`src/rtl/core_regfile_mp.sv`:
```
// ----------------------------------------------------------------------------
// core_regfile_mp
//   Parametrised multi-port integer register file with a per-register busy
//   scoreboard. Entry 0 is hard-wired to zero. After reset a sequential walk
//   clears entries 1..NREG-1, so the storage needs no reset and can map to
//   distributed RAM. Traffic is accepted only once init_done is high.
//
//   Optional build macro: CORE_RF_BYPASS_EN
//     defined   : write-first forwarding of same-cycle writes on every read
//                 port, with matching suppression of rd_busy.
//     undefined : reads return the stored array value only.
//
// Ports
//   clk        in   rising-edge clock
//   rstn       in   asynchronous active-low reset (restarts the init walk)
//   init_done  out  high once the init walk has completed
//   rd_addr    in   NRD*AW   read addresses, port k = [k*AW +: AW]
//   rd_data    out  NRD*XLEN read data, port k = [k*XLEN +: XLEN]
//   rd_busy    out  NRD      scoreboard busy bit of each read address
//   we0/wa0/wd0 in  write port 0 (ALU / early writeback)
//   we1/wa1/wd1 in  write port 1 (load / late writeback, wins on collision)
//   rsv_en     in   mark rsv_addr busy
//   rsv_addr   in   register to reserve
//   sb_clr     in   clear all busy bits (overrides reserve and write clears)
// ----------------------------------------------------------------------------
module core_regfile_mp #(
    parameter int XLEN = 32,
    parameter int AW   = 5,
    parameter int NRD  = 2
) (
    input  logic                 clk,
    input  logic                 rstn,
    output logic                 init_done,
    input  logic [NRD*AW-1:0]    rd_addr,
    output logic [NRD*XLEN-1:0]  rd_data,
    output logic [NRD-1:0]       rd_busy,
    input  logic                 we0,
    input  logic [AW-1:0]        wa0,
    input  logic [XLEN-1:0]      wd0,
    input  logic                 we1,
    input  logic [AW-1:0]        wa1,
    input  logic [XLEN-1:0]      wd1,
    input  logic                 rsv_en,
    input  logic [AW-1:0]        rsv_addr,
    input  logic                 sb_clr
);

    localparam int NREG = 1 << AW;

    typedef enum logic {
        S_INIT = 1'b0,
        S_RUN  = 1'b1
    } state_t;

    state_t               state_q, state_d;
    logic [AW-1:0]        walk_q, walk_d;
    logic [NREG-1:0]      busy_q, busy_d;
    logic [XLEN-1:0]      mem_q [NREG];
    logic                 run;
    logic                 wr0_ok, wr1_ok;
    logic [AW-1:0]        ra;

    // ------------------------------------------------------------------
    // Init FSM: state register
    // ------------------------------------------------------------------
    always_ff @(posedge clk or negedge rstn) begin
        if (!rstn) begin
            state_q <= S_INIT;
            walk_q  <= AW'(1);
        end else begin
            state_q <= state_d;
            walk_q  <= walk_d;
        end
    end

    // Init FSM: next state
    always_comb begin
        state_d = state_q;
        walk_d  = walk_q;
        if (state_q == S_INIT) begin
            walk_d = walk_q + AW'(1);
            if (walk_q == AW'(NREG - 1)) begin
                state_d = S_RUN;
            end
        end
    end

    // Init FSM: outputs
    always_comb begin
        run       = (state_q == S_RUN);
        init_done = run;
    end

    // ------------------------------------------------------------------
    // Storage: no reset, cleared by the walk. W0 is dropped on an address
    // collision with W1 so only one write lands per entry per cycle.
    // ------------------------------------------------------------------
    always_comb begin
        wr1_ok = run && we1 && (wa1 != '0);
        wr0_ok = run && we0 && (wa0 != '0) && !(we1 && (wa1 == wa0));
    end

    always_ff @(posedge clk) begin
        if (state_q == S_INIT) begin
            mem_q[walk_q] <= '0;
        end else begin
            if (wr0_ok) mem_q[wa0] <= wd0;
            if (wr1_ok) mem_q[wa1] <= wd1;
        end
    end

    // ------------------------------------------------------------------
    // Busy scoreboard: flush > reserve set > write clear
    // ------------------------------------------------------------------
    always_comb begin
        busy_d = busy_q;
        if (run) begin
            if (sb_clr) begin
                busy_d = '0;
            end else begin
                if (we0)    busy_d[wa0]      = 1'b0;
                if (we1)    busy_d[wa1]      = 1'b0;
                if (rsv_en) busy_d[rsv_addr] = 1'b1;
            end
        end
        busy_d[0] = 1'b0;
    end

    always_ff @(posedge clk or negedge rstn) begin
        if (!rstn) begin
            busy_q <= '0;
        end else begin
            busy_q <= busy_d;
        end
    end

    // ------------------------------------------------------------------
    // Read ports: combinational, zero while the walk is running
    // ------------------------------------------------------------------
    always_comb begin
        rd_data = '0;
        rd_busy = '0;
        ra      = '0;
        for (int unsigned k = 0; k < NRD; k++) begin
            ra = rd_addr[k*AW +: AW];
            if (run && (ra != '0)) begin
                rd_data[k*XLEN +: XLEN] = mem_q[ra];
                rd_busy[k]              = busy_q[ra];
`ifdef CORE_RF_BYPASS_EN
                if (we1 && (wa1 == ra)) begin
                    rd_data[k*XLEN +: XLEN] = wd1;
                end else if (we0 && (wa0 == ra)) begin
                    rd_data[k*XLEN +: XLEN] = wd0;
                end
                // A same-cycle write retires the producer unless a new
                // reservation to the same register lands in that cycle.
                if (((we1 && (wa1 == ra)) || (we0 && (wa0 == ra))) &&
                    !(rsv_en && (rsv_addr == ra))) begin
                    rd_busy[k] = 1'b0;
                end
`endif
            end
        end
    end

endmodule
```
`config.mk`:
```
export PLATFORM = sky130hd
export DESIGN_NAME = core_regfile_mp
export DESIGN_NICKNAME = d
export VERILOG_FILES = /design/src/rtl/core_regfile_mp.sv
export SDC_FILE = /design/constraint.sdc
export NUM_CORES = 2
export LEC_CHECK = 0
export CORE_MARGIN = 2
export CORE_UTILIZATION = 26
export DETAILED_ROUTE_END_ITERATION = 16
export PLACE_DENSITY = 0.39
export SLEW_MARGIN = 5
export SYNTH_ARGS = -nofsm -noshare
export SYNTH_HDL_FRONTEND = slang
export SYNTH_SLANG_ARGS = --single-unit
```
`constraint.sdc`:
```
create_clock -name clk -period 7.6 [get_ports clk]
set_input_delay 1.14 -clock clk [delete_from_list [all_inputs] [get_ports clk]]
set_output_delay 1.14 -clock clk [all_outputs]
set_load 0.01 [all_outputs]
```
==> impl_metrics.csv <==
group,metric,value,unit
synth,synth-main-ff-cell,"edfxtp_1",
worst_setup_path,crit_path_end_kind,"output port",
placed_design,hpwl,161000,µm
clock_network,cts_buffer_depth,3,
placed_design,dp.cells,8131,
final_layout,final_area,0.0704,mm²
sta,clock.fmax,0.170,GHz
synth,yosys_register_bits,1061,
clock_network,cts_sinks,1061,
placed_design,io_buffers,161,
routing,via_per_inst,5.36,
final_layout,multiInputGateArea,0.0272,mm²
routing,drt_wl_total,270000,µm
clock_network,clock-root-buffer,"clkbuf_16",
power_and_ir_drop,ir_drop,0.153,mV
die,start_util,0.262,
placed_design,dp_slack,1510,ps
sta,period_needed,5880,ps
clock_network,cts_inserted_buffers,138,
placed_design,gp_routability_congestion,0.825,
routing,postRouteAntennaNets,0,
clock_network,cts_tree,"yes",
synth,yosys.area.top_type,"edfxtp_1",
sta,tns,0,ps
power_and_ir_drop,cellLeakagePower,23.6,nW
synth,synthTopCellsByCount,"edfxtp_1 (1024), nand2_1 (1017), o21ai_0 (983), mux4_2 (392), clkbuf_1 (357)",
worst_setup_path,start_kind,"input port",
die,die_w,491,µm
sta,layout_setup_ws,1720,ps
synth,synth.distinct_cells,57,
die,core_area,0.235,mm²
routing,first_pass_iters,8,
worst_setup_path,worstPathRequired,6460,ps
grt,grt_max_degree,110,
grt,grt_pass1_vias,44200,
sta,grt_setup_unrepaired,"no",
die,pin_count,162,
clock_network,cts_setup_buffers,0,
synth,ys_top_cells_by_area,"edfxtp_1 (50%), mux4_2 (14%), o21ai_0 (8.0%), nand2_1 (6.2%), mux2i_1 (4.4%)",
clock_network,cts_resized,0,
worst_setup_path,crit_fanout,12,
sta,tightest_slew,1320,ps
synth,ys_async_sr_fraction,0.0349,
synth,synth-seq-area-share,0.514,
sta,setup-violations-final,0,
sta,fin_hold_ws,486,ps
sta,slew_violations,0,
synth,syn_area,0.0616,mm²
flow_run,drv_cap,0,
routing,drt-wirelength-per-cell,32.3,µm
sta,relSlewSlack,0.119,
synth,synthCells,5296,
synth,ys_warn_count,0,
final_layout,n_fill_cell,23700,
die,fp.dieArea,0.241,mm²
worst_setup_path,path_class,"input port to output port",
final_layout,area_growth_syn_to_layout,14.4,%
synth,synth_area_per_cell,11.6,µm²
clock_network,h-tree-depth,4,
run_status,run_status,"completed",
routing,vias,44900,
synth,yosysMostFrequentCell,"edfxtp_1",
power_and_ir_drop,p_per_area,206,mW/mm²
final_layout,finalNonFillerCells,8375,
synth,synth_nets,5393,
final_layout,drive_above_1_share,0.171,
clock_network,clk_pin_slew,60,ps
sta,hold_viol,0,
worst_setup_path,worstPathArrival,4740,ps
die,fp.dieH,491,µm
final_layout,regArea,0.0317,mm²
routing,first_iter_violations,5044,
clock_network,ctsHoldBuffers,0,
clock_network,clock_latency,810,ps
synth,synth-edff-count,1024,
synth,synth_top_area_share,0.499,
placed_design,place_area,0.0661,mm²
grt,grt_overflow,0,
routing,drc,0,
grt,track_usage,0.220,
die,rows,178,
hold_path,hold_class,"input port to asynchronous set/reset pin",
sta,timing.final.crit_share,0.774,
grt,antenna_found_initial,13,
sta,fin_worst_skew,33.4,ps
grt,grt_pass1_wl,372000,µm
final_layout,nets,5218,
cell families after synthesis:
kind of cell               share of synthesized area
AOI/OAI and AO/OA                              0.144
adders and majority gates                   0.000406
DFF                                            0.514
buffers and inverters                         0.0563
xor gates and xnor gates                     0.00114
muxes                                          0.188
and+or+nand+nor                               0.0962
sequential cells by signal (all words and copies together), names as in the netlist:
signal     count
mem_q       1024
walk_q         5
init_done      1
busy_q        31
routing by layer:
layer,vias to the layer above,wire [µm],track usage
met4,4,12100,0.0902
li1,19800,-,-
met5,-,27,0
met1,22800,112000,0.288
met3,450,18500,0.0399
met2,1815,128000,0.360
area by class of cell:
type,instances,area share
Sequential cell,1061,0.450
Antenna cell,6,0.000213
Multi-Input combinational cell,3546,0.386
Tap cell,3150,0.0560
Timing Repair Buffer,338,0.0452
Inverter,36,0.00192
Clock buffer,172,0.0515
Clock inverter,66,0.00906
worst max-delay path, stage by stage:
cell             delay [ps]
clkdlybuf4s50_1         770
nand3b_1                330
nor2_4                  600
buf_4                   430
buf_4                   410
a21oi_1                 110
nand4_1                 280
clkdlybuf4s50_1         610
layout by cell type, fill, tap and decap left out, drive strengths merged, types with 10 or more instances in the layout:
master,count
clkinv,51
mux4,392
o221ai,13
or3b,10
nand3,74
o2bb2ai,16
a22oi,260
nor3b,14
clkdlybuf4s50,154
mux2i,268
nor2,53
nand3b,17
edfxtp,1024
inv,42
a21oi,72
buf,184
nand4,67
clkbuf,172
o22ai,16
o21ai,1057
o211ai,34
dfrtp,36
and3,69
a221oi,14
nand2,1017
power by group:
part	switching, mW	internal, mW	leakage (nW)
sequential	0.00815	6.47	11.2
combinational	1.07	0.535	10.3
clock	2.76	3.66	2.08
total	3.84	10.7	23.6
final timing paths:
kind	endpoint	slack [ps]	start	depth (start not counted)
worst max-delay path	rd_data[27]	1720	rd_addr[3]	8
worst min-delay path	busy_q[12]	490	rstn	1
worst max register to register	mem_q[4][19]	2910	init_done	6
worst min register to register	busy_q[30]	510	busy_q[30]	1
max in group asynchronous	walk_q[4]	6520	rstn	1
min in group clk	busy_q[30]	510	busy_q[30]	1
stage by stage:
step                 util  power, mW
detailed placement  0.281       8.21
CTS                 0.299       14.7
global route        0.299       15.0
finish              0.299       14.5
global placement    0.281       8.20
floorplan               -       7.55
Note: power is estimated with default switching activity, not from simulation.
